$ cat config.mk
export PLATFORM = sky130hd
export DESIGN_NAME = axi_rd_dma
export DESIGN_NICKNAME = d
export VERILOG_FILES = /design/src/rtl/axi_pkg.sv /design/src/rtl/axis_skid_buf.sv /design/src/rtl/axi_rd_dma.sv
export SDC_FILE = /design/constraint.sdc
export NUM_CORES = 1
export LEC_CHECK = 0
export CORE_MARGIN = 5
export CORE_UTILIZATION = 55
export DETAILED_ROUTE_END_ITERATION = 16
export PLACE_DENSITY_LB_ADDON = 0.3
export SYNTH_ARGS = -nofsm -noshare
export SYNTH_HDL_FRONTEND = slang
export SYNTH_SLANG_ARGS = --single-unit
$ cat constraint.sdc
create_clock -name clk -period 14.8 [get_ports clk]
set_clock_uncertainty 0.15 [all_clocks]
set_input_delay 3.7 -clock clk [delete_from_list [all_inputs] [get_ports clk]]
set_output_delay 3.7 -clock clk [all_outputs]
set_load 0.03 [all_outputs]
$ cat src/rtl/axi_pkg.sv
// Shared AXI encodings, the 4 KB burst boundary and the read-DMA state enumeration.
package axi_pkg;

    localparam logic [1:0] BURST_FIXED = 2'b00;
    localparam logic [1:0] BURST_INCR  = 2'b01;
    localparam logic [1:0] BURST_WRAP  = 2'b10;

    localparam logic [1:0] RESP_OKAY   = 2'b00;
    localparam logic [1:0] RESP_EXOKAY = 2'b01;
    localparam logic [1:0] RESP_SLVERR = 2'b10;
    localparam logic [1:0] RESP_DECERR = 2'b11;

    localparam int unsigned BOUNDARY_4K = 4096;

    typedef enum logic [1:0] {
        ST_IDLE,
        ST_ADDR,
        ST_DATA,
        ST_DONE
    } rd_state_e;

endpackage

$ cat src/rtl/axis_skid_buf.sv
// Two-entry stream buffer carrying data+last; upstream ready comes straight from a flop.
module axis_skid_buf #(
    parameter int DATA_WIDTH = 32
) (
    input  logic                  clk,
    input  logic                  rst,
    input  logic [DATA_WIDTH-1:0] s_data_i,
    input  logic                  s_last_i,
    input  logic                  s_valid_i,
    output logic                  s_ready_o,
    output logic [DATA_WIDTH-1:0] m_data_o,
    output logic                  m_last_o,
    output logic                  m_valid_o,
    input  logic                  m_ready_i
);
    logic [DATA_WIDTH:0] mem_q [2];
    logic                wr_ptr_q;
    logic                rd_ptr_q;
    logic [1:0]          cnt_q;
    logic [1:0]          cnt_d;
    logic                full_q;
    logic                push;
    logic                pop;

    assign push      = s_valid_i && !full_q;
    assign pop       = m_valid_o && m_ready_i;
    assign cnt_d     = cnt_q + {1'b0, push} - {1'b0, pop};
    assign s_ready_o = !full_q;
    assign m_valid_o = (cnt_q != 2'd0);
    assign {m_last_o, m_data_o} = m_valid_o ? mem_q[rd_ptr_q] : '0;

    always_ff @(posedge clk) begin
        if (rst) begin
            wr_ptr_q <= 1'b0;
            rd_ptr_q <= 1'b0;
            cnt_q    <= 2'd0;
            full_q   <= 1'b0;
        end else begin
            wr_ptr_q <= wr_ptr_q ^ push;
            rd_ptr_q <= rd_ptr_q ^ pop;
            cnt_q    <= cnt_d;
            full_q   <= (cnt_d == 2'd2);
        end
    end

    always_ff @(posedge clk) begin
        if (push) mem_q[wr_ptr_q] <= {s_last_i, s_data_i};
    end

endmodule

$ cat src/rtl/axi_rd_dma.sv
// AXI4 read DMA: splits one command into 4 KB-safe INCR bursts, one outstanding at a time.
// Define AXI_RD_DMA_PERF_EN to add the perf_stall_cnt output.
module axi_rd_dma
    import axi_pkg::*;
#(
    parameter int DATA_WIDTH    = 32,
    parameter int ADDR_WIDTH    = 16,
    parameter int STRB_WIDTH    = DATA_WIDTH / 8,
    parameter int ID_WIDTH      = 8,
    parameter int AXI_ID        = 0,
    parameter int MAX_BURST_LEN = 16
) (
    input  logic                  clk,
    input  logic                  rst,
    input  logic                  cmd_valid,
    output logic                  cmd_ready,
    input  logic [ADDR_WIDTH-1:0] cmd_addr,
    input  logic [15:0]           cmd_beats,
    output logic                  done,
    output logic                  err,
    output logic                  busy,
    output logic [DATA_WIDTH-1:0] m_axis_tdata,
    output logic                  m_axis_tvalid,
    input  logic                  m_axis_tready,
    output logic                  m_axis_tlast,
    output logic [ID_WIDTH-1:0]   m_axi_arid,
    output logic [ADDR_WIDTH-1:0] m_axi_araddr,
    output logic [7:0]            m_axi_arlen,
    output logic [2:0]            m_axi_arsize,
    output logic [1:0]            m_axi_arburst,
    output logic                  m_axi_arlock,
    output logic [3:0]            m_axi_arcache,
    output logic [2:0]            m_axi_arprot,
    output logic                  m_axi_arvalid,
    input  logic                  m_axi_arready,
    input  logic [ID_WIDTH-1:0]   m_axi_rid,
    input  logic [DATA_WIDTH-1:0] m_axi_rdata,
    input  logic [1:0]            m_axi_rresp,
    input  logic                  m_axi_rlast,
    input  logic                  m_axi_rvalid,
    output logic                  m_axi_rready
`ifdef AXI_RD_DMA_PERF_EN
    ,
    output logic [31:0]           perf_stall_cnt
`endif
);
    localparam int SH = $clog2(STRB_WIDTH);
    localparam logic [ADDR_WIDTH-1:0] ALIGN_MASK = ~ADDR_WIDTH'(STRB_WIDTH - 1);

    rd_state_e             state_q, state_d;
    logic [ADDR_WIDTH-1:0] addr_q, addr_d;
    logic [15:0]           rem_q, rem_d;
    logic [7:0]            len_q, len_d;
    logic [7:0]            beat_q, beat_d;
    logic                  err_q, err_d;

    logic [12:0] to_bnd;
    logic [16:0] blen;
    logic [7:0]  arlen_c;
    logic [16:0] burst_beats;
    logic        burst_end;
    logic        cmd_end;
    logic        r_hs;
    logic        sk_ready;
    logic        sk_valid;
    logic        unused_rid;

    assign unused_rid = ^m_axi_rid;

    // Beats available before the 4 KB line ends; addr_q is beat-aligned so the shift is exact.
    always_comb begin
        to_bnd = 13'(BOUNDARY_4K) - {1'b0, addr_q[11:0]};
        blen   = {1'b0, rem_q};
        if (blen > 17'(MAX_BURST_LEN)) blen = 17'(MAX_BURST_LEN);
        if (blen > 17'(to_bnd >> SH))  blen = 17'(to_bnd >> SH);
        arlen_c = 8'(blen - 17'd1);
    end

    assign burst_beats = 17'(len_q) + 17'd1;
    assign burst_end   = (beat_q == len_q);
    assign cmd_end     = burst_end && ({1'b0, rem_q} == burst_beats);
    assign r_hs        = m_axi_rvalid && m_axi_rready;

    assign cmd_ready     = !rst && (state_q == ST_IDLE);
    assign busy          = !rst && ((state_q == ST_ADDR) || (state_q == ST_DATA));
    assign done          = !rst && (state_q == ST_DONE);
    assign err           = done && err_q;
    assign m_axi_arvalid = !rst && (state_q == ST_ADDR);
    assign m_axi_araddr  = m_axi_arvalid ? addr_q : '0;
    assign m_axi_arlen   = m_axi_arvalid ? arlen_c : '0;
    assign m_axi_arid    = rst ? '0 : ID_WIDTH'(AXI_ID);
    assign m_axi_arsize  = rst ? '0 : 3'(SH);
    assign m_axi_arburst = rst ? '0 : BURST_INCR;
    assign m_axi_arlock  = 1'b0;
    assign m_axi_arcache = rst ? '0 : 4'b0011;
    assign m_axi_arprot  = 3'b000;
    assign m_axi_rready  = !rst && (state_q == ST_DATA) && sk_ready;
    assign m_axis_tvalid = !rst && sk_valid;

    always_comb begin
        state_d = state_q;
        addr_d  = addr_q;
        rem_d   = rem_q;
        len_d   = len_q;
        beat_d  = beat_q;
        err_d   = err_q;
        case (state_q)
            ST_IDLE: if (cmd_valid && cmd_ready) begin
                addr_d  = cmd_addr & ALIGN_MASK;
                rem_d   = cmd_beats;
                err_d   = 1'b0;
                state_d = (cmd_beats == 16'd0) ? ST_DONE : ST_ADDR;
            end
            ST_ADDR: if (m_axi_arready) begin
                len_d   = arlen_c;
                beat_d  = '0;
                state_d = ST_DATA;
            end
            // The local beat count ends the burst; rlast is only cross-checked.
            ST_DATA: if (r_hs) begin
                if ((m_axi_rresp != RESP_OKAY) || (m_axi_rlast != burst_end)) err_d = 1'b1;
                if (burst_end) begin
                    addr_d  = addr_q + ADDR_WIDTH'({7'd0, burst_beats} << SH);
                    rem_d   = rem_q - burst_beats[15:0];
                    state_d = cmd_end ? ST_DONE : ST_ADDR;
                end else begin
                    beat_d = beat_q + 8'd1;
                end
            end
            default: state_d = ST_IDLE;
        endcase
    end

    always_ff @(posedge clk) begin
        if (rst) begin
            state_q <= ST_IDLE;
            addr_q  <= '0;
            rem_q   <= '0;
            len_q   <= '0;
            beat_q  <= '0;
            err_q   <= 1'b0;
        end else begin
            state_q <= state_d;
            addr_q  <= addr_d;
            rem_q   <= rem_d;
            len_q   <= len_d;
            beat_q  <= beat_d;
            err_q   <= err_d;
        end
    end

    axis_skid_buf #(.DATA_WIDTH(DATA_WIDTH)) u_skid (
        .clk       (clk),
        .rst       (rst),
        .s_data_i  (m_axi_rdata),
        .s_last_i  (cmd_end),
        .s_valid_i (r_hs),
        .s_ready_o (sk_ready),
        .m_data_o  (m_axis_tdata),
        .m_last_o  (m_axis_tlast),
        .m_valid_o (sk_valid),
        .m_ready_i (m_axis_tready)
    );

`ifdef AXI_RD_DMA_PERF_EN
    logic [31:0] perf_cnt_q;
    logic        stall;

    assign stall = ((state_q == ST_ADDR) || (state_q == ST_DATA)) &&
                   ((m_axi_arvalid && !m_axi_arready) || (m_axi_rvalid && !m_axi_rready));

    always_ff @(posedge clk) begin
        if (rst)                                          perf_cnt_q <= '0;
        else if ((state_q == ST_IDLE) && cmd_valid)       perf_cnt_q <= '0;
        else if (stall && (perf_cnt_q != 32'hFFFF_FFFF))  perf_cnt_q <= perf_cnt_q + 32'd1;
    end

    assign perf_stall_cnt = perf_cnt_q;
`endif

endmodule

==> impl_metrics.env, run 1 <==
export IMPL_drive_above_1_share_pct=6.92
export IMPL_hold_path_class="reg -> reg"
export IMPL_final_nets=1052
export IMPL_worstPathRequired_ns=10.95
export IMPL_holdBufCountCts=0
export IMPL_synthTopCellsByCount="95 x nor2_1, 66 x edfxtp_1, 56 x nand2_1"
export IMPL_slowest_delay_ns=0.63
export IMPL_synth_area_top_cells="edfxtp_1 26%, dfxtp_1 14%, ha_1 7.1%"
export IMPL_whs_ns=0.346
export IMPL_dp_cells=1083
export IMPL_antenna_found_initial=0
export IMPL_routed_wl_um=19600
export IMPL_worstPathCellList="clkdlybuf4s50_1 > buf_4 > inv_1 > nand2_1 > inv_1 > o211ai_1 > o21ai_0 > clkdlybuf4s50_1"
export IMPL_clkSinkCount=120
export IMPL_rows=42
export IMPL_grt_pass1_vias=6226
export IMPL_cp_data_arrival_time_ns=6.31
export IMPL_slew_viol_final=0
export IMPL_cts_max_level=4
export IMPL_maxSlewHeadroom_pct=30.1
export IMPL_syn_area_um2=7560
export IMPL_cts_made_buffers=17
export IMPL_ir_worst_vdd_v=0.000115
export IMPL_place_congestion=0.944
export IMPL_dr_total_vias=6508
export IMPL_ys_flop_type="edfxtp_1"
export IMPL_drc=0
export IMPL_vias_per_cell=5.84
export IMPL_worstSetupEndpointType="output pin"
export IMPL_post_route_period_util_pct=68.7
export IMPL_start_util_pct=56.6
export IMPL_rsz0062_at_grt="false"
export IMPL_grt_total_usage_pct=24.0
export IMPL_clockRootBuffer="clkbuf_16"
export IMPL_ant_nets=0
export IMPL_max_freq_ghz=0.0984
export IMPL_dp_hpwl_um=14100
export IMPL_cts_buffer_depth=2
export IMPL_wire_per_inst_um=17.6
export IMPL_cts_tree="done"
export IMPL_core_area_um2=13300
export IMPL_synth_top_area_cell="edfxtp_1"
export IMPL_port_buffer_count=136
export IMPL_fin_crit_ns=10.16
export IMPL_yosysWarnings=0
export IMPL_area_growth_pct=26.7
export IMPL_grt_ovfl_total=0
export IMPL_crit_slowest_cell="clkdlybuf4s50_1"
export IMPL_dr_pass1_iters=5
export IMPL_synth_most_common_cell="nor2_1"
export IMPL_path_clk_slew_ns=0.06
export IMPL_clock_latency_ns=0.42
export IMPL_start_kind="input port"
export IMPL_grt_pass1_wl_um=31000
export IMPL_worst_slew_pin_slew_ns=1.05
export IMPL_outcome="finished clean"
export IMPL_p_leak_nw=3.55
export IMPL_hold_viol=0
export IMPL_antenna_cells=0
export IMPL_yosysUniqueCellTypes=79
export IMPL_synth_area_per_cell_um2=9.47
export IMPL_first_iter_violations=354
export IMPL_io_pins=166
export IMPL_die_area_um2=16200
export IMPL_ys_seq_elements=120
export IMPL_worstSetupPathType="in -> out"
export IMPL_final_cell_count_no_fill=1115
export IMPL_cp_max_fo=40
export IMPL_synth_edff_count=66
export IMPL_ctsResizeCount=0
export IMPL_fp_dieH_um=127
export IMPL_die_width_um=127
export IMPL_seq_area_frac_synth_pct=40.5
export IMPL_power_density_nw_per_um2=192
export IMPL_async_flop_share_pct=0
export IMPL_grt_max_degree=46
export IMPL_netlist_area_leader_share_pct=26.2
export IMPL_hold_depth=2
export IMPL_drv_cap=0
export IMPL_worst_r2r_path_depth=17
export IMPL_post_cts_buffers=0
export IMPL_syn_instance_count=798
export IMPL_tns_ns=0
export IMPL_setup_viol=0
final cells by class:
type,instances,area (µm²)
Multi-Input combinational cell,608,4120
Fill cell,1003,3770
Sequential cell,120,3060
Timing Repair Buffer,143,1410
Clock buffer,17,425
Tap cell,176,220
Clock inverter,15,190
Inverter,36,135
routing by layer:
layer / up-vias / share of wire, % / track usage (%)
li1: 3126 / - / -
met1: 3048 / 41 / 30.4
met2: 297 / 48 / 39.8
met3: 37 / 8.4 / 5.76
met4: 0 / 2.7 / 9.65
met5: - / 0 / 0
registers in the layout (all words and copies together) (netlist names):
signal / count
err_q: 1
addr_q: 14
len_q: 8
beat_q: 8
u_skid.rd_ptr_q: 1
u_skid.cnt_q: 2
u_skid.wr_ptr_q: 1
u_skid.mem_q: 66
state_q: 2
rem_q: 16
u_skid.full_q: 1
layout by cell type (no fill, tap or decap), types with 8 or more instances in the layout:
cell type / instances
a211oi_1: 20
a21o_1: 8
a21oi_1: 35
a31oi_1: 10
and2_1: 13
clkbuf_16: 17
clkdlybuf4s50_1: 136
conb_1: 25
dfxtp_1: 53
edfxtp_1: 66
ha_1: 42
inv_1: 34
mux2i_1: 50
nand2_1: 56
nand3_1: 18
nand4_1: 10
nor2_1: 94
nor2b_1: 10
nor3_1: 21
o211ai_1: 15
o21a_1: 11
o21ai_0: 28
xnor2_1: 30
xor2_1: 11
worst max-delay path, delay by kind of cell:
| family | cells | cell delay, ns |
|---|---|---|
| compound gates | 2 | 0.27 |
| buf+inv | 5 | 1.97 |
| simple gates | 1 | 0.35 |
stage by stage:
step / power [mW] / worst slack [ns] / area [µm²] / utilization, %
6_report: 1.84 / 4.64 / 9570 / 71.7
4_1_cts: 1.83 / 4.63 / 9570 / 71.7
2_1_floorplan: 1.15 / 5.34 / 7650 / -
3_5_place_dp: 1.40 / 4.65 / 8960 / 67.1
3_3_place_gp: 1.38 / 4.64 / 8960 / 67.1
5_1_grt: 1.95 / 4.49 / 9570 / 71.7
where the power goes:
| group | internal [mW] | switching (mW) |
|---|---|---|
| Combinational | 0.392 | 0.547 |
| Clock | 0.268 | 0.158 |
| Sequential | 0.392 | 0.0799 |
| Total | 1.05 | 0.784 |
cells by family (layout without fill, tap and decap cells):
kind of cell / Yosys count / in the layout / share of synthesized area [%]
other cells: 1 / 25 / 0.0496
xor+xnor: 42 / 42 / 4.97
buf+inv: 94 / 211 / 6.21
flops: 120 / 120 / 40.5
fa+ha+maj: 45 / 45 / 7.65
simple gates: 274 / 274 / 18.4
mux: 50 / 50 / 6.62
compound gates: 172 / 172 / 15.6
final timing paths:
check                               from                     end  slack [ns]
setup reg to reg  addr_q[2]$_SDFFE_PP0P_   len_q[6]$_SDFFE_PP0P_       10.14
setup / recovery                     rst          m_axi_arlen[6]        4.64
hold reg to reg   beat_q[7]$_SDFFE_PP0P_  beat_q[7]$_SDFFE_PP0P_        0.35
hold / removal    beat_q[7]$_SDFFE_PP0P_  beat_q[7]$_SDFFE_PP0P_        0.35
(Power assumes the default switching activity.)
==> inputs of run 2 (changes only) <==
--- a/config.mk
+++ b/config.mk
@@ -6,7 +6,7 @@
 export NUM_CORES = 1
 export LEC_CHECK = 0
 export CORE_MARGIN = 5
-export CORE_UTILIZATION = 55
+export CORE_UTILIZATION = 47
 export DETAILED_ROUTE_END_ITERATION = 16
 export PLACE_DENSITY_LB_ADDON = 0.3
 export SYNTH_ARGS = -nofsm -noshare
==> constraint.sdc (replaced) <==
create_clock -name clk -period 8.83 [get_ports clk]
set_clock_uncertainty 0.15 [all_clocks]
set_input_delay 2.2075 -clock clk [delete_from_list [all_inputs] [get_ports clk]]
set_output_delay 2.2075 -clock clk [all_outputs]
set_load 0.03 [all_outputs]
==> run 2 against run 1 <==
Critical path depth up 10; design area increased by 0.42%; final cell count increased by 3.5%; highest routed layer unchanged.
==> impl_metrics.env, run 2 (synthesized netlist as in run 1, its figures left out) <==
export IMPL_core_area_um2=15800
export IMPL_grt_pass1_wl_um=31800
export IMPL_power_switching_share_pct=42.0
export IMPL_tns_ns=0
export IMPL_drc=0
export IMPL_layout_commonest_cell="clkdlybuf4s50_1"
export IMPL_die_area_um2=18700
export IMPL_maxSlewHeadroom_pct=28.5
export IMPL_wire_per_inst_um=17.4
export IMPL_antenna_cells=0
export IMPL_hold_viol=0
export IMPL_power_density_nw_per_um2=321
export IMPL_p_sw_mw=1.30
export IMPL_crit_family="simple AND/OR/NAND/NOR gates"
export IMPL_start_kind="flop"
export IMPL_final_cell_count_no_fill=1154
export IMPL_final_nets=1051
export IMPL_area_growth_pct=27.2
export IMPL_fp_dieH_um=137
export IMPL_clkSinkCount=120
export IMPL_slowest_delay_ns=0.72
export IMPL_path_clk_slew_ns=0.05
export IMPL_pwr_share_seq_pct=25.7
export IMPL_outcome="finished clean"
export IMPL_dr_total_vias=6324
export IMPL_ctsResizeCount=0
export IMPL_clock_latency_ns=0.42
export IMPL_grt_ovfl_total=0
export IMPL_worstReg2RegStart="addr_q[2]$_SDFFE_PP0P_"
export IMPL_start_util_pct=47.7
export IMPL_crit_slowest_cell="clkdlybuf4s50_1"
export IMPL_fin_crit_ns=7.73
export IMPL_post_cts_buffers=0
export IMPL_worst_slew_pin_slew_ns=1.07
export IMPL_top_register="u_skid.mem_q"
export IMPL_port_buffer_count=136
export IMPL_hold_path_class="reg -> reg"
export IMPL_routed_wl_um=20100
export IMPL_cts_max_level=4
export IMPL_setup_viol=0
export IMPL_cts_tree="done"
export IMPL_slew_viol_final=0
export IMPL_cts_buffer_depth=2
export IMPL_clockRootBuffer="clkbuf_16"
export IMPL_rsz0062_at_grt="false"
export IMPL_vias_per_cell=5.48
export IMPL_grt_total_usage_pct=21.7
export IMPL_grt_pass1_vias=6307
export IMPL_antenna_found_initial=0
export IMPL_dp_hpwl_um=14700
export IMPL_p_leak_nw=3.54
export IMPL_max_freq_ghz=0.129
export IMPL_io_pins=166
export IMPL_post_route_period_util_pct=87.6
export IMPL_worstPathCellList="inv_1 > ha_1 > inv_1 > nor2_1 > xnor2_1 > inv_1 > ha_1 > nand4_1 > nor2_1 > a31o_2 > nor2_1 > mux2i_1 > ha_1 > o211ai_1 > nor3_1 > o211ai_1 > o21ai_0 > clkdlybuf4s50_1"
export IMPL_comb_power_share_pct=50.9
export IMPL_largest_reg_flops=66
export IMPL_whs_ns=0.340
export IMPL_dr_pass1_iters=5
export IMPL_drv_cap=0
export IMPL_finalPower_mw=3.08
export IMPL_worstSetupPathType="reg -> out"
export IMPL_first_iter_violations=361
export IMPL_ant_nets=0
export IMPL_cp_startpoint="addr_q[2]$_SDFFE_PP0P_"
export IMPL_mostFrequentLayoutCells="136 x clkdlybuf4s50_1, 94 x nor2_1, 66 x edfxtp_1, 56 x nand2_1, 53 x dfxtp_1"
export IMPL_drive_above_1_share_pct=6.40
export IMPL_cp_max_fo=12
export IMPL_holdBufCountCts=0
export IMPL_worstSetupEndpointType="output pin"
export IMPL_intPower_mw=1.79
export IMPL_ir_worst_vdd_v=0.000170
export IMPL_min_delay_start="beat_q[7]$_SDFFE_PP0P_"
export IMPL_rows=46
export IMPL_cp_data_arrival_time_ns=5.37
export IMPL_top_regs="u_skid.mem_q (66), rem_q (16), addr_q (14)"
export IMPL_grt_max_degree=46
export IMPL_die_width_um=137
export IMPL_cts_made_buffers=17
export IMPL_clockPowerShare_pct=23.4
export IMPL_dp_cells=1122
export IMPL_worstPathRequired_ns=6.47
export IMPL_place_congestion=0.922
export IMPL_crit_buf_inv=4
-- run 2: routing by layer --
| layer | global-route usage, % | routed length, µm | up-vias |
|---|---|---|---|
| met4 | 5.82 | 309 | 0 |
| met1 | 27.8 | 8810 | 2952 |
| met5 | 0 | 0 | - |
| li1 | - | - | 3128 |
| met2 | 36.2 | 9380 | 218 |
| met3 | 6.07 | 1610 | 26 |
-- run 2: power groups by stage --
stage	logic [mW]	clock network (mW)	registers, mW
floorplan	1.21	0	0.725
global placement	1.53	0	0.800
detailed placement	1.55	0	0.801
CTS	1.56	0.727	0.791
global route	1.73	0.754	0.804
finish	1.57	0.721	0.792
-- run 2: final timing paths --
kind | cells after the start | slack [ns] | end
setup / recovery | 18 | 1.10 | m_axi_arlen[6]
hold / removal | 2 | 0.34 | beat_q[7]$_SDFFE_PP0P_
setup reg to reg | 16 | 4.29 | len_q[4]$_SDFFE_PP0P_
hold reg to reg | 2 | 0.34 | beat_q[7]$_SDFFE_PP0P_
-- run 2: metrics by stage --
step / util [%] / area (µm²) / worst slack [ns]
2_1_floorplan: - / 7650 / 2.36
3_3_place_gp: 56.9 / 9000 / 1.58
3_5_place_dp: 56.9 / 9000 / 1.56
4_1_cts: 60.7 / 9610 / 1.10
5_1_grt: 60.7 / 9610 / 0.718
6_report: 60.7 / 9610 / 1.10
-- run 2: cell type report --
type / instances / area (µm²)
fill: 1372 / 6210
multi-input combinational: 608 / 4120
sequential: 120 / 3060
timing repair buffer: 142 / 1410
clock buffer: 20 / 437
tap: 216 / 270
clock inverter: 12 / 176
inverter: 36 / 135
-- run 2: worst reg2reg max path: cells and delay by family (launching register included) --
kind	cells	cell delay, ns
simple gates	5	1.04
flops	1	0.59
xor+xnor	1	0.26
fa+ha+maj	3	1.01
compound gates	4	1.00
buf+inv	3	0.37
==> inputs of run 3 (changes only) <==
--- a/config.mk
+++ b/config.mk
@@ -5,8 +5,9 @@
 export SDC_FILE = /design/constraint.sdc
 export NUM_CORES = 1
 export LEC_CHECK = 0
-export CORE_MARGIN = 5
+export CORE_MARGIN = 2
 export CORE_UTILIZATION = 47
+export CTS_CLUSTER_SIZE = 30
 export DETAILED_ROUTE_END_ITERATION = 16
 export PLACE_DENSITY_LB_ADDON = 0.3
 export SYNTH_ARGS = -nofsm -noshare
==> run 3 against run 2 <==
Clock power fell by 7.6%; count of clock-buffer cells in the layout fell by 3; wire length fell by 4.6%; sequential power barely moved; combinational power barely moved; flip-flop and latch count did not move; design area fell by 0.38%; die area fell by 8.6%; largest power group unchanged.
==> impl_metrics.env, run 3 (synthesized netlist as in run 1, its figures left out) <==
export IMPL_outcome="finished clean"
export IMPL_final_nets=1052
export IMPL_start_util_pct=47.7
export IMPL_start_kind="flop"
export IMPL_cts_tree="done"
export IMPL_crit_family="buffers and inverters"
export IMPL_drc=0
export IMPL_rows=46
export IMPL_dp_cells=1123
export IMPL_mostFrequentLayoutCells="136 x clkdlybuf4s50_1, 94 x nor2_1, 66 x edfxtp_1, 56 x nand2_1, 53 x dfxtp_1"
export IMPL_worstSetupEndpointType="output pin"
export IMPL_max_freq_ghz=0.130
export IMPL_grt_max_degree=46
export IMPL_cp_max_fo=12
export IMPL_met3_length_um=1180
export IMPL_tns_ns=0
export IMPL_dp_hpwl_um=13600
export IMPL_grt_pass1_vias=5867
export IMPL_maxSlewHeadroom_pct=27.1
export IMPL_ir_worst_vdd_v=0.000160
export IMPL_crit_top_cell="nor2_1"
export IMPL_cp_data_arrival_time_ns=5.34
export IMPL_antenna_cells=0
export IMPL_vias_per_cell=5.44
export IMPL_top_regs="u_skid.mem_q (66), rem_q (16), addr_q (14)"
export IMPL_fp_dieH_um=131
export IMPL_hold_path_class="reg -> reg"
export IMPL_grt_total_usage_pct=22.7
export IMPL_grt_pass1_wl_um=30200
export IMPL_p_leak_nw=3.52
export IMPL_worst_slew_pin_slew_ns=1.09
export IMPL_worstPathRequired_ns=6.47
export IMPL_die_area_um2=17100
export IMPL_drv_cap=0
export IMPL_place_congestion=0.950
export IMPL_clock_latency_ns=0.42
export IMPL_ant_nets=0
export IMPL_die_width_um=131
export IMPL_fin_crit_ns=7.69
export IMPL_power_density_nw_per_um2=316
export IMPL_slew_viol_final=0
export IMPL_dr_total_vias=6280
export IMPL_highest_layer="met4"
export IMPL_worstSetupPathType="reg -> out"
export IMPL_top_register="u_skid.mem_q"
export IMPL_clockRootBuffer="clkbuf_16"
export IMPL_path_clk_slew_ns=0.06
export IMPL_met2_wirelength_um=8810
export IMPL_slowest_delay_ns=0.68
export IMPL_hold_viol=0
export IMPL_worstPathCellList="inv_1 > ha_1 > inv_1 > nor2_1 > xnor2_1 > inv_1 > ha_1 > nand4_1 > nor2_1 > a31o_2 > nor2_1 > a21oi_1 > ha_1 > o21a_1 > o2111ai_1 > o31ai_1 > nor2_1 > clkdlybuf4s50_1"
export IMPL_core_area_um2=15800
export IMPL_post_cts_buffers=0
export IMPL_wire_per_inst_um=16.6
export IMPL_cts_max_level=4
export IMPL_io_pins=166
export IMPL_post_route_period_util_pct=87.1
export IMPL_timing_final_ws_setup_ns=1.14
export IMPL_dr_pass1_iters=5
export IMPL_holdBufCountCts=0
export IMPL_port_buffer_count=136
export IMPL_routed_wl_um=19200
export IMPL_wl_met1_um=8880
export IMPL_drive_above_1_share_pct=6.92
export IMPL_crit_slowest_cell="clkdlybuf4s50_1"
export IMPL_area_growth_pct=26.7
export IMPL_first_iter_violations=338
export IMPL_ctsResizeCount=0
export IMPL_place_ws_ns=1.61
export IMPL_layout_commonest_cell="clkdlybuf4s50_1"
export IMPL_crit_buf_inv=4
export IMPL_cts_buffer_depth=2
export IMPL_largest_reg_flops=66
export IMPL_antenna_found_initial=0
export IMPL_rsz0062_at_grt="false"
export IMPL_cts_made_buffers=17
export IMPL_clkSinkCount=120
export IMPL_final_cell_count_no_fill=1155
export IMPL_grt_ovfl_total=0
export IMPL_setup_viol=0
## run 3: area by class of cell
cell class,instances,area (µm²)
clock buffers,17,425
clock inverters,15,144
fillers,1380,6250
inverters,36,135
multi-input cells,608,4120
flip-flops and latches,120,3060
well taps,216,270
repair buffers,143,1410
## run 3: layer usage
metal / track usage [%] / vias to the layer above
li1: - / 3130
met1: 30.3 / 2917
met2: 36.9 / 207
met3: 5.42 / 26
met4: 6.82 / 0
met5: 0 / -
## run 3: stage by stage
stage / util [%] / total power, mW / instance area [µm²] / hold WS (ns)
after floorplan: - / 1.93 / 7650 / 0.308
after global placement: 56.9 / 2.33 / 9010 / 0.326
after detailed placement: 56.9 / 2.34 / 9010 / 0.333
after CTS: 60.5 / 3.02 / 9580 / 0.341
after global routing: 60.5 / 3.23 / 9580 / 0.356
final: 60.5 / 3.02 / 9580 / 0.337
## run 3: report_power, final
group,internal [mW],total [mW],switching [mW]
sequential,0.657,0.791,0.134
clock,0.392,0.666,0.273
combinational,0.657,1.57,0.909
## run 3: final timing paths
kind              cells past startpoint              startpoint                endpoint  slack (ns)
setup / recovery                     18  addr_q[2]$_SDFFE_PP0P_          m_axi_arlen[4]        1.14
hold / removal                        2  beat_q[7]$_SDFFE_PP0P_  beat_q[7]$_SDFFE_PP0P_        0.34
setup reg to reg                     17  addr_q[2]$_SDFFE_PP0P_   len_q[6]$_SDFFE_PP0P_        4.32
hold reg to reg                       2  beat_q[7]$_SDFFE_PP0P_  beat_q[7]$_SDFFE_PP0P_        0.34
## run 3: worst reg2reg max path: cells and delay by family (launching register included)
family                   cells  cell delay (ns)
AND/OR/NAND/NOR              5             0.95
flip-flops                   1             0.59
buffers and inverters        3             0.36
XOR/XNOR                     1             0.25
adder cells (fa/ha/maj)      3             0.97
AO/OA/AOI/OAI                4             0.87
multiplexers                 1             0.26
